$ cat config.mk
export PLATFORM = sky130hd
export DESIGN_NAME = prog_loader_encoder_flat
export DESIGN_NICKNAME = d
export VERILOG_FILES = /design/src/rtl/isa_pkg.sv /design/src/rtl/prog_loader_encoder_if.sv /design/src/rtl/instr_packer.sv /design/src/rtl/prog_loader_encoder.sv /design/src/flat_wrapper.sv
export SDC_FILE = /design/constraint.sdc
export NUM_CORES = 1
export LEC_CHECK = 0
export ABC_CLOCK_PERIOD_IN_PS = 2100
export BUFFER_PORTS_ARGS = -buffer_cell sky130_fd_sc_hd__buf_2
export CORE_MARGIN = 3
export CORE_UTILIZATION = 49
export CTS_CLUSTER_DIAMETER = 120
export DETAILED_ROUTE_END_ITERATION = 8
export GPL_ROUTABILITY_DRIVEN = 0
export PLACE_DENSITY = 0.84
export SYNTH_ARGS = -nofsm -noshare
export SYNTH_HDL_FRONTEND = slang
export SYNTH_HIERARCHICAL = 1
export SYNTH_SLANG_ARGS = --single-unit
$ cat constraint.sdc
create_clock -name clk -period 2.1 [get_ports clk]
set_clock_uncertainty 0.1 [all_clocks]
set_input_delay 0.42 -clock clk [delete_from_list [all_inputs] [get_ports clk]]
set_output_delay 0.42 -clock clk [all_outputs]
set_load 0.005 [all_outputs]
$ cat src/rtl/isa_pkg.sv
// Shared pico-MIPS ISA definitions: opcodes, field widths, loader FSM states
// and the canonical instruction encoder.
package isa_pkg;

    localparam int OPCODE_WIDTH       = 6;
    localparam int DEF_REG_ADDR_WIDTH = 5;
    localparam int DEF_IMM_WIDTH      = 8;
    localparam int DEF_INSTR_WIDTH    = OPCODE_WIDTH + 2 * DEF_REG_ADDR_WIDTH + DEF_IMM_WIDTH;

    localparam logic [OPCODE_WIDTH-1:0] OP_NOP  = 6'h00;
    localparam logic [OPCODE_WIDTH-1:0] OP_ADD  = 6'h01;
    localparam logic [OPCODE_WIDTH-1:0] OP_SUB  = 6'h02;
    localparam logic [OPCODE_WIDTH-1:0] OP_ADDI = 6'h03;
    localparam logic [OPCODE_WIDTH-1:0] OP_SUBI = 6'h04;
    localparam logic [OPCODE_WIDTH-1:0] OP_BEQ  = 6'h05;
    localparam logic [OPCODE_WIDTH-1:0] OP_JMP  = 6'h06;
    localparam logic [OPCODE_WIDTH-1:0] OP_MLT  = 6'h07;
    localparam logic [OPCODE_WIDTH-1:0] OP_MLTI = 6'h08;
    localparam logic [OPCODE_WIDTH-1:0] OP_LD   = 6'h09;
    localparam logic [OPCODE_WIDTH-1:0] OP_ST   = 6'h0A;

    typedef enum logic [1:0] {
        S_IDLE = 2'd0,
        S_LOAD = 2'd1,
        S_DONE = 2'd2,
        S_ERR  = 2'd3
    } state_t;

    // Which operand fields survive canonicalisation; the rest are forced to 0.
    typedef struct packed {
        logic rd;
        logic rs;
        logic imm;
    } keep_t;

    function automatic logic is_legal(input logic [OPCODE_WIDTH-1:0] op);
        case (op)
            OP_NOP, OP_ADD, OP_SUB, OP_ADDI, OP_SUBI, OP_BEQ,
            OP_JMP, OP_MLT, OP_MLTI, OP_LD, OP_ST: return 1'b1;
            default:                               return 1'b0;
        endcase
    endfunction

    function automatic keep_t field_keep(input logic [OPCODE_WIDTH-1:0] op);
        keep_t k;
        k = '0;
        case (op)
            OP_ADD, OP_SUB, OP_MLT: begin
                k.rd = 1'b1;
                k.rs = 1'b1;
            end
            OP_ADDI, OP_SUBI, OP_MLTI, OP_BEQ: begin
                k.rd  = 1'b1;
                k.rs  = 1'b1;
                k.imm = 1'b1;
            end
            OP_JMP:  k.imm = 1'b1;
            OP_LD:   k.rd  = 1'b1;
            OP_ST:   k.rs  = 1'b1;
            default: k = '0;
        endcase
        return k;
    endfunction

    function automatic logic [DEF_INSTR_WIDTH-1:0] encode_instr(
        input logic [OPCODE_WIDTH-1:0]       op,
        input logic [DEF_REG_ADDR_WIDTH-1:0] rd,
        input logic [DEF_REG_ADDR_WIDTH-1:0] rs,
        input logic [DEF_IMM_WIDTH-1:0]      imm
    );
        keep_t k;
        k = field_keep(op);
        return {op,
                rd  & {DEF_REG_ADDR_WIDTH{k.rd}},
                rs  & {DEF_REG_ADDR_WIDTH{k.rs}},
                imm & {DEF_IMM_WIDTH{k.imm}}};
    endfunction

endpackage

$ cat src/rtl/prog_loader_encoder_if.sv
// Host-side instruction stream plus program-RAM write port and loader status.
interface prog_loader_encoder_if
    import isa_pkg::*;
#(
    parameter int ADDR_WIDTH     = 6,
    parameter int REG_ADDR_WIDTH = 5,
    parameter int IMM_WIDTH      = 8
);
    localparam int INSTR_WIDTH = OPCODE_WIDTH + 2 * REG_ADDR_WIDTH + IMM_WIDTH;

    // A beat transfers on a rising edge where in_valid and in_ready are both
    // high; the host holds the fields stable while in_valid waits for in_ready.
    logic                      start;
    logic                      in_valid;
    logic                      in_ready;
    logic [OPCODE_WIDTH-1:0]   in_opcode;
    logic [REG_ADDR_WIDTH-1:0] in_rd;
    logic [REG_ADDR_WIDTH-1:0] in_rs;
    logic [IMM_WIDTH-1:0]      in_imm;
    logic                      in_last;

    logic                      mem_we;
    logic [ADDR_WIDTH-1:0]     mem_addr;
    logic [INSTR_WIDTH-1:0]    mem_wdata;

    logic                      cpu_hold;
    logic                      done;
    logic                      error;
    logic [ADDR_WIDTH:0]       count;
    state_t                    dbg_state;

    modport master (
        output start, in_valid, in_opcode, in_rd, in_rs, in_imm, in_last,
        input  in_ready, mem_we, mem_addr, mem_wdata,
        input  cpu_hold, done, error, count, dbg_state
    );

    modport slave (
        input  start, in_valid, in_opcode, in_rd, in_rs, in_imm, in_last,
        output in_ready, mem_we, mem_addr, mem_wdata,
        output cpu_hold, done, error, count, dbg_state
    );

endinterface

$ cat src/rtl/instr_packer.sv
// Combinational canonicalise-and-pack of one instruction's fields into a word,
// opcode in the MSBs, plus an opcode legality flag.
module instr_packer
    import isa_pkg::*;
#(
    parameter int REG_ADDR_WIDTH = 5,
    parameter int IMM_WIDTH      = 8,
    localparam int INSTR_WIDTH   = OPCODE_WIDTH + 2 * REG_ADDR_WIDTH + IMM_WIDTH
) (
    input  logic [OPCODE_WIDTH-1:0]   i_opcode,
    input  logic [REG_ADDR_WIDTH-1:0] i_rd,
    input  logic [REG_ADDR_WIDTH-1:0] i_rs,
    input  logic [IMM_WIDTH-1:0]      i_imm,
    output logic [INSTR_WIDTH-1:0]    o_word,
    output logic                      o_legal
);
    keep_t w_keep;

    assign w_keep  = field_keep(i_opcode);
    assign o_legal = is_legal(i_opcode);

    // NOP is opcode 0 with no kept fields, so it packs to an all-zero word.
    assign o_word = {i_opcode,
                     i_rd  & {REG_ADDR_WIDTH{w_keep.rd}},
                     i_rs  & {REG_ADDR_WIDTH{w_keep.rs}},
                     i_imm & {IMM_WIDTH{w_keep.imm}}};

endmodule

$ cat src/rtl/prog_loader_encoder.sv
// Boot-time program loader: accepts instruction fields, writes canonical words
// to program RAM sequentially from address 0, and holds the CPU until done.
module prog_loader_encoder
    import isa_pkg::*;
#(
    parameter int ADDR_WIDTH     = 6,
    parameter int REG_ADDR_WIDTH = 5,
    parameter int IMM_WIDTH      = 8
) (
    input  logic                 clk,
    input  logic                 reset,
    prog_loader_encoder_if.slave bus
);
    localparam int INSTR_WIDTH = OPCODE_WIDTH + 2 * REG_ADDR_WIDTH + IMM_WIDTH;
    localparam logic [ADDR_WIDTH:0] COUNT_ONE = {{ADDR_WIDTH{1'b0}}, 1'b1};

    state_t                 r_state;
    logic                   r_in_ready;
    logic                   r_mem_we;
    logic [ADDR_WIDTH-1:0]  r_mem_addr;
    logic [INSTR_WIDTH-1:0] r_mem_wdata;
    logic                   r_cpu_hold;
    logic                   r_done;
    logic                   r_error;
    logic [ADDR_WIDTH:0]    r_count;

    logic [INSTR_WIDTH-1:0] w_word;
    logic                   w_legal;
    logic                   w_accept;
    logic                   w_full;

    instr_packer #(
        .REG_ADDR_WIDTH (REG_ADDR_WIDTH),
        .IMM_WIDTH      (IMM_WIDTH)
    ) u_packer (
        .i_opcode (bus.in_opcode),
        .i_rd     (bus.in_rd),
        .i_rs     (bus.in_rs),
        .i_imm    (bus.in_imm),
        .o_word   (w_word),
        .o_legal  (w_legal)
    );

    // r_in_ready is high exactly while the FSM sits in LOAD.
    assign w_accept = bus.in_valid && r_in_ready;
    // count == depth: the write address counter has wrapped past the last word.
    assign w_full   = r_count[ADDR_WIDTH];

    always_ff @(posedge clk or posedge reset) begin
        if (reset) begin
            r_state     <= S_IDLE;
            r_in_ready  <= 1'b0;
            r_mem_we    <= 1'b0;
            r_mem_addr  <= '0;
            r_mem_wdata <= '0;
            r_cpu_hold  <= 1'b1;
            r_done      <= 1'b0;
            r_error     <= 1'b0;
            r_count     <= '0;
        end else begin
            r_mem_we <= 1'b0;
            if (bus.start) begin
                // Start wins over a same-cycle beat; a write issued last
                // cycle is already on the RAM port and completes untouched.
                r_state    <= S_LOAD;
                r_in_ready <= 1'b1;
                r_cpu_hold <= 1'b1;
                r_done     <= 1'b0;
                r_error    <= 1'b0;
                r_count    <= '0;
            end else if (r_state == S_LOAD && w_accept) begin
                if (!w_legal || w_full) begin
                    r_state    <= S_ERR;
                    r_in_ready <= 1'b0;
                    r_error    <= 1'b1;
                end else begin
                    r_mem_we    <= 1'b1;
                    r_mem_addr  <= r_count[ADDR_WIDTH-1:0];
                    r_mem_wdata <= w_word;
                    r_count     <= r_count + COUNT_ONE;
                    if (bus.in_last) begin
                        r_state    <= S_DONE;
                        r_in_ready <= 1'b0;
                        r_cpu_hold <= 1'b0;
                        r_done     <= 1'b1;
                    end
                end
            end
        end
    end

    assign bus.in_ready  = r_in_ready;
    assign bus.mem_we    = r_mem_we;
    assign bus.mem_addr  = r_mem_addr;
    assign bus.mem_wdata = r_mem_wdata;
    assign bus.cpu_hold  = r_cpu_hold;
    assign bus.done      = r_done;
    assign bus.error     = r_error;
    assign bus.count     = r_count;
    assign bus.dbg_state = r_state;

endmodule

$ cat src/flat_wrapper.sv
// flat-port wrapper written by rule: the top's interface ports become plain ports
module prog_loader_encoder_flat import isa_pkg::*;
#(
    parameter int ADDR_WIDTH     = 6,
    parameter int REG_ADDR_WIDTH = 5,
    parameter int IMM_WIDTH      = 8
)
  (clk, reset, bus_start, bus_in_valid, bus_in_opcode, bus_in_rd, bus_in_rs, bus_in_imm, bus_in_last, bus_in_ready, bus_mem_we, bus_mem_addr, bus_mem_wdata, bus_cpu_hold, bus_done, bus_error, bus_count, bus_dbg_state);
  prog_loader_encoder_if #(.ADDR_WIDTH(ADDR_WIDTH), .REG_ADDR_WIDTH(REG_ADDR_WIDTH), .IMM_WIDTH(IMM_WIDTH)) bus_i ();
  input  logic clk;
  input  logic reset;
  input wire logic [$bits(bus_i.start)-1:0] bus_start;
  input wire logic [$bits(bus_i.in_valid)-1:0] bus_in_valid;
  input wire logic [$bits(bus_i.in_opcode)-1:0] bus_in_opcode;
  input wire logic [$bits(bus_i.in_rd)-1:0] bus_in_rd;
  input wire logic [$bits(bus_i.in_rs)-1:0] bus_in_rs;
  input wire logic [$bits(bus_i.in_imm)-1:0] bus_in_imm;
  input wire logic [$bits(bus_i.in_last)-1:0] bus_in_last;
  output wire logic [$bits(bus_i.in_ready)-1:0] bus_in_ready;
  output wire logic [$bits(bus_i.mem_we)-1:0] bus_mem_we;
  output wire logic [$bits(bus_i.mem_addr)-1:0] bus_mem_addr;
  output wire logic [$bits(bus_i.mem_wdata)-1:0] bus_mem_wdata;
  output wire logic [$bits(bus_i.cpu_hold)-1:0] bus_cpu_hold;
  output wire logic [$bits(bus_i.done)-1:0] bus_done;
  output wire logic [$bits(bus_i.error)-1:0] bus_error;
  output wire logic [$bits(bus_i.count)-1:0] bus_count;
  output wire logic [$bits(bus_i.dbg_state)-1:0] bus_dbg_state;
  assign bus_i.start = bus_start;
  assign bus_i.in_valid = bus_in_valid;
  assign bus_i.in_opcode = bus_in_opcode;
  assign bus_i.in_rd = bus_in_rd;
  assign bus_i.in_rs = bus_in_rs;
  assign bus_i.in_imm = bus_in_imm;
  assign bus_i.in_last = bus_in_last;
  assign bus_in_ready = bus_i.in_ready;
  assign bus_mem_we = bus_i.mem_we;
  assign bus_mem_addr = bus_i.mem_addr;
  assign bus_mem_wdata = bus_i.mem_wdata;
  assign bus_cpu_hold = bus_i.cpu_hold;
  assign bus_done = bus_i.done;
  assign bus_error = bus_i.error;
  assign bus_count = bus_i.count;
  assign bus_dbg_state = bus_i.dbg_state;
  prog_loader_encoder #(.ADDR_WIDTH(ADDR_WIDTH), .REG_ADDR_WIDTH(REG_ADDR_WIDTH), .IMM_WIDTH(IMM_WIDTH)) u_core (.clk(clk), .reset(reset), .bus(bus_i));
endmodule
==> out/metrics.csv, run 1 <==
stage;metric;value;unit
status;status;completed;
pwr;internal_power;1.30;mW
synthesis;synth_cell_types;33;
clocking;cts_resized;0;
drt;vias_per_cell;5.40;
pwr;p_seq_frac;0.540;
clocking;ctsLongestPathBuffers;2;
pwr;switching_share;0.265;
drt;routed.top_layer;met4;
final_layout;fill_cells;337;
grt;grt_pass1_vias;1700;
synthesis;netlist.area_leader.share;0.516;
synthesis;synth-warning-count;6;
floorplanning;dieArea;0.00508;mm²
synthesis;synth_xor_area_frac;0;
worst_setup_path;endpoint;u_core/bus.mem_wdata[9];
synthesis;synth_cells;184;
grt;grt_max_degree;25;
floorplanning;fp.dieH;71.3;µm
drt;drtIter0Drc;98;
floorplanning;start_util;0.514;
timing;tightest_slew;0.911;ns
worst_setup_path;path_cells;buf_2, nand2_1, nand2b_1, a21boi_1, nand2b_1, nor3_4, buf_4, mux2_2;
worst_setup_path;crit_family;simple AND/OR/NAND/NOR gates;
worst_setup_path;crit_fanout;12;
drt;route.met2.wl;2390;µm
final_layout;seqCellArea;0.00110;mm²
worst_setup_path;cp_data_arrival_time;1.96;ns
pwr;p_leak;1.34;nW
timing;final_max_slew_viol_count;0;
synthesis;synth.cell_area;0.00209;mm²
synthesis;yosysTopAreaCell;dfrtp_1;
synthesis;synth_fa_ha_area_frac;0.00600;
placed_design;io_buffers;72;
worst_setup_path;cpPeakStageDelay;0.36;ns
synthesis;synth-seq-cells;44;
clocking;cts_num_sinks;44;
drt;drtPass1Iterations;4;
min_path;holdCritPathClass;in -> async;
worst_setup_path;cp_slowest_cell;mux2_2;
synthesis;synth_fp_nets;214;
timing;final-setup-viol-count;0;
timing;layout_setup_ws;0.228;ns
synthesis;ys_seq_area_frac;0.528;
pwr;combPwrFrac;0.168;
timing;max_slew_margin;0.389;
worst_setup_path;worstPathRequired;2.19;ns
synthesis;synth_top_family_by_area;multiplexers;
pwr;irDropWorstVdd;0.480;mV
worst_setup_path;endpoint_kind;flip-flop;
synthesis;syn_area_per_cell;11.3;µm²
worst_setup_path;r2r-start;u_core/bus.dbg_state[1];
drt;route.detailed.drc;0;
worst_setup_path;startpoint;bus_in_opcode[0];
grt;grt.total_usage;0.196;
clocking;clk_pin_slew_worst_paths;0.08;ns
final_layout;fin_nets;291;
timing;max_freq;534;MHz
final_layout;syn_to_final_growth;24.9;%
clocking;cts_root_buf;clkbuf_8;
placed_design;place_ws;-0.0374;ns
drt;ant_nets;0;
worst_setup_path;ff2ff_path_depth;4;
placed_design;place_hpwl;3510;µm
timing;finalHoldViolations;0;
clocking;cts_hold_buf;0;
synthesis;synth-simple-area-share;0.149;
drt;met3_length;230;µm
job;cap_violations;0;
clocking;tritoncts;done;
worst_setup_path;cp.depth;8;
drt;routedWlPerCell;15.1;µm
synthesis;synth_area_leaders;dfrtp_1, mux2_2, a21oi_1;
grt;grt_overflow;0;
worst_setup_path;r2r-end;u_core/bus.mem_wdata[9];
final_layout;multi_input_area;881;µm²
grt;grt_first_pass_wirelength;7750;µm
clocking;cts_max_level;2;
worst_setup_path;worstSetupPathType;in -> reg;
timing;grt_setup_unrepaired;false;
timing;fin_crit;1.87;ns
worst_setup_path;startpoint_type;input pin;
drt;vias;1684;
grt;grt_antenna_before_repair;0;
clocking;clock_latency;0.30;ns
synthesis;synth_compound_area_frac;0.103;
timing;post-route-period-util;0.891;
pwr;switchingPower;0.469;mW
final_layout;layout-drive-gt1-share;0.485;
synthesis;muxShareOfSynthArea;0.162;
pwr;powerDensity;679;mW/mm²
placed_design;dpl.cell_count;304;
drt;met1Wirelength;1970;µm
floorplanning;top_level_ports;73;
floorplanning;core;0.00406;mm²
clocking;post_cts_buffers;0;
floorplanning;die_x;71.3;µm
final_layout;antenna_cells;0;
worst_setup_path;path_buf_inv;2;
final_layout;fin_cells;312;
worst_setup_path;reg2reg_slack;0.34;ns
clocking;numCtsBuffers;5;
worst_setup_path;crit_top_cell;nand2b_1;
floorplanning;rows;23;
drt;wirelength;4700;µm
pwr;pwr-share-clk;0.292;
==> cell type report <==
| class | instances | area share |
|---|---|---|
| Sequential cell | 44 | 0.423 |
| Multi-Input combinational cell | 122 | 0.338 |
| Clock inverter | 3 | 0.00720 |
| Inverter | 5 | 0.00720 |
| Tap cell | 50 | 0.0240 |
| Timing Repair Buffer | 83 | 0.175 |
| Clock buffer | 5 | 0.0264 |
==> state kept, by name, indices dropped and copies added, names as in the netlist <==
signal	count
u_core/bus.in_ready	1
u_core/bus.mem_we	1
u_core/bus.dbg_state	2
u_core/bus.done	1
u_core/bus.cpu_hold	1
u_core/bus.count	7
u_core/bus.mem_wdata	24
u_core/bus.error	1
u_core/bus.mem_addr	6
==> layer usage <==
metal  up-vias  GRT usage
met5         -          0
met4         0      0.111
met3        12     0.0351
met2        48      0.328
met1       824      0.240
li1        800          -
==> Yosys cell counts <==
cell and instances:
nand3b_1 1, nor2_2 1, dfstp_2 1, and4b_1 1, a221o_1 1, a21o_1 4, buf_6 1, buf_4 9
nor2_1 9, a21boi_0 1, clkbuf_1 2, nor2b_1 3, ha_1 1, nand2_1 21, o21bai_2 1, dfrtp_1 43
a21oi_1 20, nand4b_4 1, or3_1 1, o31ai_1 3, a211oi_2 1, o21ai_0 4, nand4b_1 1, nor4b_1 1
nand4_1 1, nor3_2 1, mux2_2 30, buf_2 1, or4_1 4, nand2b_1 5, inv_1 5, nand3_1 4
nor4bb_1 1
==> worst min-delay path by stage <==
stage                             startpoint                       end  slack [ns]  cells past startpoint
floorplan                   u_core/bus.error          u_core/bus.error        0.39                      2
global placement    u_core/bus.mem_wdata[18]  u_core/bus.mem_wdata[18]        0.38                      1
detailed placement  u_core/bus.mem_wdata[23]  u_core/bus.mem_wdata[23]        0.39                      1
CTS                                    reset   u_core/bus.dbg_state[1]        0.11                      2
global route                           reset   u_core/bus.dbg_state[1]        0.13                      2
finish                                 reset           u_core/bus.done        0.09                      2
==> metrics by stage <==
stage | setup TNS [ns] | hold slack [ns] | cell area, µm² | power, mW | util
5_1_grt | 0 | 0.128 | 2610 | 1.87 | 0.643
3_5_place_dp | -0.593 | 0.391 | 2520 | 1.28 | 0.621
4_1_cts | 0 | 0.106 | 2610 | 1.79 | 0.643
6_report | 0 | 0.0929 | 2610 | 1.77 | 0.643
3_3_place_gp | 0 | 0.384 | 2520 | 1.26 | 0.621
2_1_floorplan | 0 | 0.386 | 2090 | 1.13 | -
==> power by group through the flow <==
stage	clock, mW	sequential [mW]	combinational [mW]
finish	0.517	0.957	0.298
global route	0.571	0.966	0.329
CTS	0.527	0.959	0.302
detailed placement	0	0.976	0.301
global placement	0	0.973	0.289
floorplan	0	0.978	0.155
==> worst reg2reg max path, delay by kind of cell (launching register included) <==
family / cells / cell delay (ns)
flops: 1 / 0.41
simple gates: 2 / 0.54
buf+inv: 1 / 0.24
mux: 1 / 0.36
==> cells by family (layout without fill, tap and decap cells) <==
group | Yosys count | count (layout)
multiplexers | 30 | 30
AND/OR/NAND/NOR | 56 | 56
flip-flops | 44 | 44
AO/OA/AOI/OAI | 35 | 35
buffers and inverters | 18 | 96
adder cells (fa/ha/maj) | 1 | 1
==> cells in the final DEF (no fill, tap or decap), drive strengths merged, types with 2 or more instances in the layout <==
cell type,netlist,final
a21o,4,4
a21oi,20,20
buf,11,83
clkbuf,2,5
clkinv,0,4
dfrtp,43,43
inv,5,4
mux2,30,30
nand2,21,21
nand2b,5,5
nand3,4,4
nand4b,2,2
nor2,10,10
nor2b,3,3
o21ai,4,4
o31ai,3,3
or4,4,4
No activity file was read; power rests on OpenSTA's default activity.
==> run 2, diff against run 1 <==
- PLACE_DENSITY: 0.84 -> 0.76
==> run 2 against run 1 <==
Combinational power about the same. First-iteration DRC count shrank 55%. Non-clock buffer count unchanged. Final cell count did not move. Largest power group unchanged.
==> out/metrics.csv, run 2 (synthesis results as in run 1) <==
stage;metric;value;unit;change
status;status;completed;;unchanged
grt;grt.met1_usage;0.257;;was 0.240
worst_setup_path;r2r-end;u_core/bus.mem_wdata[0];;was u_core/bus.mem_wdata[9]
clocking;ctsLongestPathBuffers;2;;unchanged
drt;ant_nets;0;;unchanged
final_layout;layout-drive-gt1-share;0.481;;was 0.485
final_layout;seqCellArea;0.00110;mm²;unchanged
grt;use_met2;0.299;;was 0.328
drt;vias_per_cell;5.21;;was 5.40
pwr;power.total;1.78;mW;was 1.77 mW
final_layout;layout.cells.most_common;buf_2;;unchanged
timing;setup_tns;0;ns;unchanged
grt;grt_overflow;0;;unchanged
pwr;p_seq_frac;0.537;;was 0.540
worst_setup_path;endpoint;u_core/bus.mem_wdata[0];;was u_core/bus.mem_wdata[9]
final_layout;multi_input_area;881;µm²;unchanged
worst_setup_path;ff2ff_path_depth;4;;unchanged
pwr;p_leak;1.34;nW;about the same
pwr;switching_share;0.248;;was 0.265
timing;fin_crit;1.80;ns;was 1.87 ns
floorplanning;rows;23;;unchanged
worst_setup_path;cpPeakStageDelay;0.41;ns;was 0.36 ns
worst_setup_path;cp_data_arrival_time;1.87;ns;was 1.96 ns
drt;drtPass1Iterations;4;;unchanged
clocking;clk_pin_slew_worst_paths;0.08;ns;about the same
timing;max_slew_margin;0.683;;was 0.389
grt;grt.total_usage;0.187;;was 0.196
drt;vias;1626;;was 1,684
grt;grt_first_pass_wirelength;7560;µm;was 7750 µm
clocking;clock_latency;0.29;ns;was 0.30 ns
clocking;post_cts_buffers;0;;unchanged
floorplanning;dieArea;0.00508;mm²;unchanged
clocking;numCtsBuffers;5;;unchanged
worst_setup_path;crit_fanout;18;;was 12
final_layout;antenna_cells;0;;unchanged
placed_design;place_hpwl;3250;µm;was 3510 µm
grt;grt_pass1_vias;1591;;was 1,700
pwr;powerDensity;683;mW/mm²;was 679 mW/mm²
drt;route.detailed.drc;0;;unchanged
grt;busiest_layer;met2;;unchanged
worst_setup_path;cp_slowest_cell;dfrtp_1;;was mux2_2
clocking;tritoncts;done;;unchanged
pwr;pwr-share-clk;0.297;;was 0.292
clocking;cts_max_level;2;;unchanged
floorplanning;core;0.00406;mm²;unchanged
floorplanning;die_x;71.3;µm;unchanged
pwr;irDropWorstVdd;0.387;mV;was 0.480 mV
worst_setup_path;reg2reg_slack;0.30;ns;was 0.34 ns
timing;max_freq;556;MHz;was 534 MHz
drt;wirelength;4420;µm;was 4700 µm
drt;drtIter0Drc;44;;was 98
pwr;combPwrFrac;0.166;;was 0.168
min_path;holdCritPathClass;in -> async;;unchanged
timing;grt_setup_unrepaired;false;;unchanged
floorplanning;start_util;0.514;;unchanged
clocking;cts_hold_buf;0;;unchanged
timing;final-setup-viol-count;0;;unchanged
worst_setup_path;worstSetupPathType;reg -> reg;;was in -> reg
clocking;cts_resized;0;;unchanged
grt;grt_use_met3;0.0463;;was 0.0351
floorplanning;top_level_ports;73;;unchanged
timing;post-route-period-util;0.856;;was 0.891
worst_setup_path;endpoint_kind;flip-flop;;unchanged
job;cap_violations;0;;unchanged
drt;routedWlPerCell;14.2;µm;was 15.1 µm
final_layout;largest_reg_flops;24;;unchanged
final_layout;syn_to_final_growth;25.1;%;was 24.9%
timing;tightest_slew;0.475;ns;was 0.911 ns
grt;grt_max_degree;25;;unchanged
worst_setup_path;startpoint_type;flip-flop;;was input pin
timing;final_max_slew_viol_count;0;;unchanged
worst_setup_path;worstPathRequired;2.17;ns;was 2.19 ns
floorplanning;fp.dieH;71.3;µm;unchanged
clocking;cts_num_sinks;44;;unchanged
final_layout;fill_cells;366;;was 337
clocking;cts_root_buf;clkbuf_8;;unchanged
worst_setup_path;path_cells;nand4b_4, nor3_4, buf_4, mux2_2;;was buf_2, nand2_1, nand2b_1, a21boi_1, nand2b_1, nor3_4, buf_4, mux2_2
pwr;switchingPower;0.443;mW;was 0.469 mW
worst_setup_path;r2r-start;u_core/bus.dbg_state[1];;unchanged
timing;finalHoldViolations;0;;unchanged
final_layout;fin_nets;291;;unchanged
placed_design;io_buffers;72;;unchanged
final_layout;final_cell_mix;buf_2, dfrtp_1, mux2_2;;unchanged
worst_setup_path;startpoint;u_core/bus.dbg_state[1];;was bus_in_opcode[0]
pwr;internal_power;1.34;mW;was 1.30 mW
grt;grt_antenna_before_repair;0;;unchanged
run 2: power groups by stage:
stage	Sequential (mW)	Clock (mW)	Combinational, mW
CTS	0.958	0.557	0.302
global route	0.968	0.589	0.329
detailed placement	0.975	0	0.301
finish	0.958	0.530	0.296
global placement	0.972	0	0.296
floorplan	0.978	0	0.155
run 2: worst max-delay path, delay by kind of cell, from the launching register on:
family	cells	cell delay, ns
mux	1	0.37
buf+inv	1	0.29
simple gates	2	0.51
flops	1	0.41
run 2: metal layers:
metal / vias up / wire [µm]
met4: 0 / 50
met3: 5 / 243
met2: 39 / 2120
met1: 787 / 2010
met5: - / 0
li1: 795 / -
run 2: final cells by class:
| cell class | instances | area share |
|---|---|---|
| Tap cell | 50 | 0.0240 |
| Multi-Input combinational cell | 122 | 0.337 |
| Inverter | 5 | 0.00719 |
| Timing Repair Buffer | 83 | 0.174 |
| Sequential cell | 44 | 0.422 |
| Clock buffer | 8 | 0.0345 |
run 2: per-stage QoR:
| stage | worst slack [ns] | instances | instance area (µm²) | hold WS (ns) | util |
|---|---|---|---|---|---|
| after floorplan | 0.0192 | 184 | 2090 | 0.386 | - |
| after global placement | 0.0841 | 304 | 2520 | 0.359 | 0.621 |
| after detailed placement | 0.0666 | 304 | 2520 | 0.367 | 0.621 |
| after CTS | 0.299 | 312 | 2610 | 0.0537 | 0.643 |
| after global routing | 0.214 | 312 | 2610 | 0.0731 | 0.643 |
| final | 0.303 | 312 | 2610 | 0.0373 | 0.643 |
run 2: worst min path at each step:
stage | startpoint | to | slack (ns) | depth (start not counted)
after floorplan | u_core/bus.error | u_core/bus.error | 0.39 | 2
after global placement | reset | u_core/bus.in_ready | 0.36 | 2
after detailed placement | reset | u_core/bus.mem_wdata[0] | 0.37 | 2
after CTS | reset | u_core/bus.mem_wdata[7] | 0.05 | 2
after global routing | reset | u_core/bus.mem_wdata[3] | 0.07 | 2
final | reset | u_core/bus.mem_wdata[22] | 0.04 | 2
